==> src/rtl/m0_pkg.sv <==
// Shared types and constants for the m0 serial frame receiver.
// Optional even-parity trailer is enabled by defining M0_FRAME_PARITY_EN.
package m0_pkg;

  localparam int M0_FRAME_WIDTH_DEFAULT = 16;

  typedef enum logic [1:0] {
    ST_IDLE   = 2'd0,
    ST_SHIFT  = 2'd1
`ifdef M0_FRAME_PARITY_EN
    ,
    ST_PARITY = 2'd2
`endif
  } m0_state_e;

endpackage

==> src/rtl/m0_frame_hold.sv <==
// Output holding register with valid/ready handshake and overrun detection.
// Takes a one-cycle load strobe from the receiver FSM.
module m0_frame_hold #(
  parameter int WIDTH = 16
) (
  input  logic             clk,
  input  logic             rst,
  input  logic             load,
  input  logic [WIDTH-1:0] load_data,
  input  logic             out_ready,
  output logic [WIDTH-1:0] out_data,
  output logic             out_valid,
  output logic             overrun
);

  logic [WIDTH-1:0] data_q, data_d;
  logic             valid_q, valid_d;
  logic             overrun_q, overrun_d;

  always_comb begin
    data_d    = data_q;
    valid_d   = valid_q;
    overrun_d = 1'b0;
    if (load) begin
      // A word still held and not taken this cycle wins; the new one is dropped.
      if (!valid_q || out_ready) begin
        data_d  = load_data;
        valid_d = 1'b1;
      end else begin
        overrun_d = 1'b1;
      end
    end else if (valid_q && out_ready) begin
      valid_d = 1'b0;
    end
  end

  always_ff @(posedge clk) begin
    if (rst) begin
      data_q    <= '0;
      valid_q   <= 1'b0;
      overrun_q <= 1'b0;
    end else begin
      data_q    <= data_d;
      valid_q   <= valid_d;
      overrun_q <= overrun_d;
    end
  end

  assign out_data  = data_q;
  assign out_valid = valid_q;
  assign overrun   = overrun_q;

endmodule

==> src/rtl/m0_frame_rx.sv <==
// Serial frame receiver: assembles WIDTH bits LSB-first into a word, with resync on frame_start.
// Defining M0_FRAME_PARITY_EN adds a trailing even-parity bit check.
module m0_frame_rx
  import m0_pkg::*;
#(
  parameter int WIDTH = M0_FRAME_WIDTH_DEFAULT
) (
  input  logic             clk,
  input  logic             rst,
  input  logic             en,
  input  logic             sin,
  input  logic             frame_start,
  input  logic             out_ready,
  output logic [WIDTH-1:0] out_data,
  output logic             out_valid,
  output logic             overrun,
  output logic             parity_err
);

  localparam int CNT_W = $clog2(WIDTH + 1);

  m0_state_e        state_q, state_d;
  logic [CNT_W-1:0] cnt_q, cnt_d;
  logic [WIDTH-1:0] shift_q, shift_d;
  logic             load;
  logic [WIDTH-1:0] load_data;
`ifdef M0_FRAME_PARITY_EN
  logic             parity_err_q, parity_err_d;
`endif

  always_comb begin
    // NOTE: every combinational output gets a default first so no path infers a latch.
    state_d   = state_q;
    cnt_d     = cnt_q;
    shift_d   = shift_q;
    load      = 1'b0;
    load_data = shift_q;
`ifdef M0_FRAME_PARITY_EN
    parity_err_d = 1'b0;
`endif
    if (en) begin
      if (frame_start) begin
        // Start from any state; a partial frame is simply abandoned.
        state_d    = ST_SHIFT;
        cnt_d      = CNT_W'(1);
        shift_d    = '0;
        shift_d[0] = sin;
      end else begin
        unique case (state_q)
          ST_SHIFT: begin
            for (int i = 0; i < WIDTH; i++) begin
              if (cnt_q == CNT_W'(i)) shift_d[i] = sin;
            end
            if (cnt_q == CNT_W'(WIDTH - 1)) begin
              cnt_d = '0;
`ifdef M0_FRAME_PARITY_EN
              state_d = ST_PARITY;
`else
              state_d   = ST_IDLE;
              load      = 1'b1;
              load_data = shift_d;
`endif
            end else begin
              cnt_d = cnt_q + 1'b1;
            end
          end
`ifdef M0_FRAME_PARITY_EN
          ST_PARITY: begin
            state_d = ST_IDLE;
            if ((^shift_q) == sin) load = 1'b1;
            else                   parity_err_d = 1'b1;
          end
`endif
          default: ;
        endcase
      end
    end
  end

  always_ff @(posedge clk) begin
    // NOTE: state uses non-blocking assignments only; the shift register is reset
    // along with control so no stale partial frame survives rst.
    if (rst) begin
      state_q <= ST_IDLE;
      cnt_q   <= '0;
      shift_q <= '0;
    end else begin
      state_q <= state_d;
      cnt_q   <= cnt_d;
      shift_q <= shift_d;
    end
  end

`ifdef M0_FRAME_PARITY_EN
  always_ff @(posedge clk) begin
    if (rst) parity_err_q <= 1'b0;
    else     parity_err_q <= parity_err_d;
  end
  assign parity_err = parity_err_q;
`else
  assign parity_err = 1'b0;
`endif

  m0_frame_hold #(
    .WIDTH(WIDTH)
  ) u_hold (
    .clk       (clk),
    .rst       (rst),
    .load      (load),
    .load_data (load_data),
    .out_ready (out_ready),
    .out_data  (out_data),
    .out_valid (out_valid),
    .overrun   (overrun)
  );

endmodule
==> config.mk <==
export PLATFORM = sky130hd
export DESIGN_NAME = m0_frame_rx
export DESIGN_NICKNAME = d
export VERILOG_FILES = /design/src/rtl/m0_pkg.sv /design/src/rtl/m0_frame_hold.sv /design/src/rtl/m0_frame_rx.sv
export SDC_FILE = /design/constraint.sdc
export NUM_CORES = 1
export LEC_CHECK = 0
export ABC_CLOCK_PERIOD_IN_PS = 2200
export CAP_MARGIN = 30
export CORE_ASPECT_RATIO = 0.9
export CORE_MARGIN = 8
export CORE_UTILIZATION = 45
export DETAILED_ROUTE_END_ITERATION = 10
export PLACE_DENSITY_LB_ADDON = 0.08
export SLEW_MARGIN = 15
export SYNTH_ARGS = -nofsm -noshare
export SYNTH_HDL_FRONTEND = slang
export SYNTH_SLANG_ARGS = --single-unit
==> constraint.sdc <==
create_clock -name clk -period 2.2 [get_ports clk]
set_input_delay 0.55 -clock clk [delete_from_list [all_inputs] [get_ports clk]]
set_output_delay 0.55 -clock clk [all_outputs]
set_load 0.05 [all_outputs]
==> results of run 1 <==
-- flip-flops by register name (all words and copies together), names as in the netlist --
name / flops
cnt_q: 5
shift_q: 15
state_q: 1
u_hold.out_data: 16
u_hold.out_valid: 1
u_hold.overrun: 1
-- worst max path at each step --
| stage | to | slack (ps) | cells after the start |
|---|---|---|---|
| after detailed placement | shift_q[14] | -30 | 4 |
| after global placement | shift_q[5] | 20 | 4 |
| after CTS | out_data[7] | 190 | 1 |
| after global routing | out_data[8] | 150 | 1 |
| after floorplan | u_hold.out_data[6] | 570 | 5 |
| final | out_data[7] | 210 | 1 |
-- routing by layer --
layer | global-route usage, % | wire length (µm)
met1 | 16.4 | 2130
met5 | 0 | 0
met3 | 4.33 | 193
met2 | 21.7 | 2100
met4 | 6.21 | 49
-- logic make-up after synthesis --
family,synth area share [%]
multiplexers,9.20
buffers and inverters,6.36
AO/OA/AOI/OAI,23.0
other,0.203
AND/OR/NAND/NOR,16.4
adder cells (fa/ha/maj),2.70
flip-flops,42.2
-- cell usage in the layout, fill, tap and decap left out, types with 2 or more instances in the layout --
cell / Yosys / routed
ha_1: 4 / 4
o311ai_0: 15 / 15
nor3_1: 3 / 3
o21ai_1: 10 / 10
nor4b_1: 4 / 4
clkbuf_8: 0 / 6
o2bb2ai_1: 14 / 14
nand4b_1: 3 / 3
mux2i_1: 17 / 17
nor4bb_1: 4 / 4
a21oi_1: 3 / 3
buf_4: 5 / 16
nand2b_1: 2 / 2
nand2_1: 6 / 6
dfxtp_1: 39 / 39
and4bb_2: 4 / 4
clkdlybuf4s50_1: 0 / 23
o21ai_0: 8 / 8
o211a_1: 2 / 2
nor2_1: 3 / 3
nand4_1: 2 / 2
inv_1: 4 / 4
-- power by group --
group	switching (mW)	internal, mW
clock network	0.241	0.246
logic	0.0505	0.0357
registers	0.00714	0.710
-- metrics by stage --
step / utilization [%] / power, mW / TNS [ps] / hold slack, ps
floorplan: - / 0.784 / 0 / 432
global placement: 53.5 / 0.814 / 0 / 442
detailed placement: 53.5 / 0.816 / -335 / 446
CTS: 55.7 / 1.30 / 0 / 464
global route: 55.9 / 1.35 / 0 / 479
finish: 55.9 / 1.29 / 0 / 466
-- final cells by class --
type                    count  area [µm²]  area share, %
inverters                   4        15.0          0.669
well taps                  48        60.1           2.67
repair buffers             39         350           15.6
multi-input cells         118         952           42.4
clock inverters             1        5.00          0.223
flip-flops and latches     39         781           34.8
clock buffers               6        82.6           3.68
==> metrics.yaml, run 1 <==
outcome: "finished clean"
cts_inserted_buffers: 5
layout_setup_ws_ps: 212
antenna_cells: 0
synth_top_cell_area_share_pct: 42.2
relSlewSlack_pct: 58.5
grt_pass1_vias: 1494
placed_cells: 247
ir_drop_uv: 309
hold_depth: 1
arrival_ps: 1440
synth-main-ff-cell: "dfxtp_1"
crit_path_start_kind: "register"
drt_iter0_markers: 85
fin_crit_sh_pct: 90.4
r2r-end: "u_hold.out_data[11]"
placed_cell_area_mm2: 0.00215
dr_total_vias: 1525
syn_area_per_cell_um2: 10.3
die-width_um: 83.6
cp_cell_sequence: "clkdlybuf4s50_1"
synthTopCellsByArea: "dfxtp_1 42%, mux2i_1 9.2%, o311ai_0 7.1%, o2bb2ai_1 6.6%, and4bb_2 2.7%"
syn_to_final_growth_pct: 21.4
track_usage_pct: 13.7
yosysMostFrequentCell: "dfxtp_1"
finalClockSkew_ps: 5.78
slowest_delay_ps: 820
power_density_mw_per_mm2: 574
hpwl_um: 3130
die_area_mm2: 0.00642
synth_top_cell_by_area: "dfxtp_1"
cts_root_buffer: "clkbuf_8"
remaining_drc_errors: 0
initial_core_util_pct: 46.0
path_max_fanout: 2
cp-end-kind: "output port"
hold_path.class: "register to register"
antenna_found_initial: 0
startpoint: "u_hold.out_data[7]"
worstRegToRegCells: 5
ctsHoldBuffers: 0
cts_setup_buffers: 0
crit_family: "buffers and inverters"
yosysWarnings: 0
slew_viol_final: 0
syn_nets: 190
n_fill_cell: 359
min-delay-start: "shift_q[9]"
clock_latency_ps: 290
rows: 22
final_nets: 217
clockBufferDepth: 2
post_cts_resized: 0
detail-route-antenna-nets: 0
cts_tree: "yes"
path_buf_inv: 1
htree_levels: 2
path_class: "register to output port"
rrSetupSlack_ps: 470
port_buffers: 23
drt_wl_total_um: 4480
timing.rr.start: "cnt_q[0]"
synth_cell_types: 37
yosysSeqAreaShare_pct: 42.2
ys_ff_latch: 39
rsz0062_at_grt: "no"
fmax_mhz: 503
io_pins: 25
die_y_um: 76.8
synthTopCellsByCount: "39 x dfxtp_1, 17 x mux2i_1, 15 x o311ai_0, 14 x o2bb2ai_1, 10 x o21ai_1"
core_area_mm2: 0.00402
hold_viol_final: 0
grt_max_degree: 21
drtPass1Iterations: 4
grt_pass1_wl_um: 7410
cpMaxStageDelayCell: "clkdlybuf4s50_1"
clock-sinks: 39
gp_congestion: 0.815
path_clk_slew_ps: 70
final_cells: 255
critPathRequiredTime_ps: 1650
hold-path-endpoint: "shift_q[9]"
synthArstFlopShare_pct: 0
synth-edff-count: 0
vias_per_cell: 5.98
synthCells: 180
overflow: 0
wl_per_cell_um: 17.6
power_leakage_nw: 0.802
tightest_slew_ps: 620
cap_violations: 0
layout_min_cycle_time_ps: 1990
pre_cts_slack_ps: -34.1
setup_viol: 0
synth_area_mm2: 0.00185
drive_gt1_share_pct: 14.5
final_area_mm2: 0.00225
(Power assumes the default switching activity.)
==> run 2: changes to the inputs <==
- SETUP_SLACK_MARGIN: not set -> 0.05
==> results of run 2 <==
Final layout, timing and power as in run 1 (identical DEF).
==> run 3: changes to the inputs <==
- ABC_CLOCK_PERIOD_IN_PS: 2200 -> 1800
- clock period: 2.2 -> 1.8 ns (I/O delays scaled with it)
==> run 3 against run 2 <==
Against the previous run: worst hold slack worse by 1.2 ps; worst setup slack worse by 97 ps; via count up 4.5%; non-clock buffer count up 2; first-iteration DRC count up 24%; largest cell class unchanged.
==> metrics.yaml, run 3 (synthesized netlist as in run 1, its figures left out) <==
detail-route-antenna-nets: 0
final_nets: 220
placed_cell_area_mm2: 0.00214
largest_reg_flops: 16
layout_min_cycle_time_ps: 1690
finalClockSkew_ps: 5.63
ir_drop_uv: 471
pre_cts_slack_ps: -423
path_clk_slew_ps: 70
postLayoutCoreUtil_pct: 57.1
grt_pass1_vias: 1534
wl_per_cell_um: 18.3
rows: 22
dr_total_vias: 1593
setup_tns_ps: 0
port_buffers: 23
hpwl_um: 3170
clock_latency_ps: 290
ctsHoldBuffers: 0
hold_viol_final: 0
cap_violations: 0
grt_pass1_wl_um: 7510
setup_viol: 0
drt_iter0_markers: 105
htree_levels: 2
path_max_fanout: 20
die_area_mm2: 0.00642
final_area_mm2: 0.00229
cp-end-kind: "register"
fin_crit_sh_pct: 93.6
cp_cell_sequence: "ha_1, nand4b_2, buf_4, o311ai_0, o21ai_2"
remaining_drc_errors: 0
tightest_slew_ps: 610
rrSetupSlack_ps: 110
antenna_found_initial: 0
die-width_um: 83.6
antenna_cells: 0
hold_depth: 1
worstRegToRegCells: 5
cpMaxStageDelayCell: "o311ai_0"
cts_inserted_buffers: 5
core_area_mm2: 0.00402
hold_path.class: "register to register"
grt_max_degree: 21
power_density_mw_per_mm2: 709
die_y_um: 76.8
drtPass1Iterations: 4
power.total_mw: 1.63
final_cell_mix: "37 x dfxtp_1, 35 x buf_4, 17 x mux2i_1"
arrival_ps: 1850
slew_viol_final: 0
timing.rr.start: "cnt_q[1]"
placed_cells: 250
critPathRequiredTime_ps: 1960
layout_setup_ws_ps: 115
final_cells: 259
hold-path-endpoint: "shift_q[3]"
power_leakage_nw: 0.882
clock-sinks: 39
min-delay-start: "shift_q[3]"
overflow: 0
gp_congestion: 0.803
holdWs_ps: 465
track_usage_pct: 14.1
outcome: "finished clean"
r2r-end: "u_hold.out_data[10]"
final_common_cell: "dfxtp_1"
io_pins: 25
rsz0062_at_grt: "no"
cts_root_buffer: "clkbuf_8"
syn_to_final_growth_pct: 23.9
path_class: "register to register"
fmax_mhz: 593
cts_tree: "yes"
initial_core_util_pct: 46.0
slowest_delay_ps: 440
clockBufferDepth: 2
vias_per_cell: 6.15
relSlewSlack_pct: 59.3
drt_wl_total_um: 4750
drive_gt1_share_pct: 29.4
crit_path_start_kind: "register"
[run 3: routing by layer]
layer  global-route usage (%)  vias to the layer above  wire length (µm)  share of wire, %
met1                     18.0                      778              2190                46
met2                     21.4                       44              2280                48
met4                     5.69                        0                51               1.1
met5                        0                        -                 0                 0
met3                     4.12                        7               232               4.9
li1                         -                      764                 -                 -
[run 3: power by group]
| part | switching [mW] | internal [mW] | total (mW) |
|---|---|---|---|
| Sequential | 0.00825 | 0.868 | 0.876 |
| Clock | 0.286 | 0.349 | 0.635 |
| Combinational | 0.0650 | 0.0490 | 0.114 |
| Total | 0.359 | 1.27 | 1.63 |
[run 3: worst max-delay path by stage]
stage / start / cells past startpoint / endpoint
4_1_cts: frame_start / 5 / u_hold.out_data[10]
3_5_place_dp: en / 4 / shift_q[14]
6_report: cnt_q[1] / 5 / u_hold.out_data[10]
3_3_place_gp: en / 4 / shift_q[11]
2_1_floorplan: cnt_q[0] / 5 / u_hold.out_data[6]
5_1_grt: cnt_q[0] / 5 / shift_q[4]
[run 3: layout make-up]
class,count,area [µm²]
clock buffers,8,100
fillers,368,1730
inverters,4,15.0
multi-input cells,119,1000
flip-flops and latches,39,783
well taps,48,60.1
repair buffers,41,334
[run 3: timing repair]
item | in CTS | in global routing
endpoints found under the hold margin | 0 | 0
resized for setup | 2 | 21
gates cloned | 0 | 1
setup endpoints to repair | 29 | 17
setup buffers | 0 | 0
pin swaps | 0 | 6
[run 3: critical path, delay by kind of cell (launching register included)]
| family | cells | cell delay, ps |
|---|---|---|
| and+or+nand+nor | 1 | 180 |
| AOI/OAI and AO/OA | 2 | 530 |
| adders and majority gates | 1 | 190 |
| DFF | 1 | 390 |
| buffers and inverters | 1 | 260 |
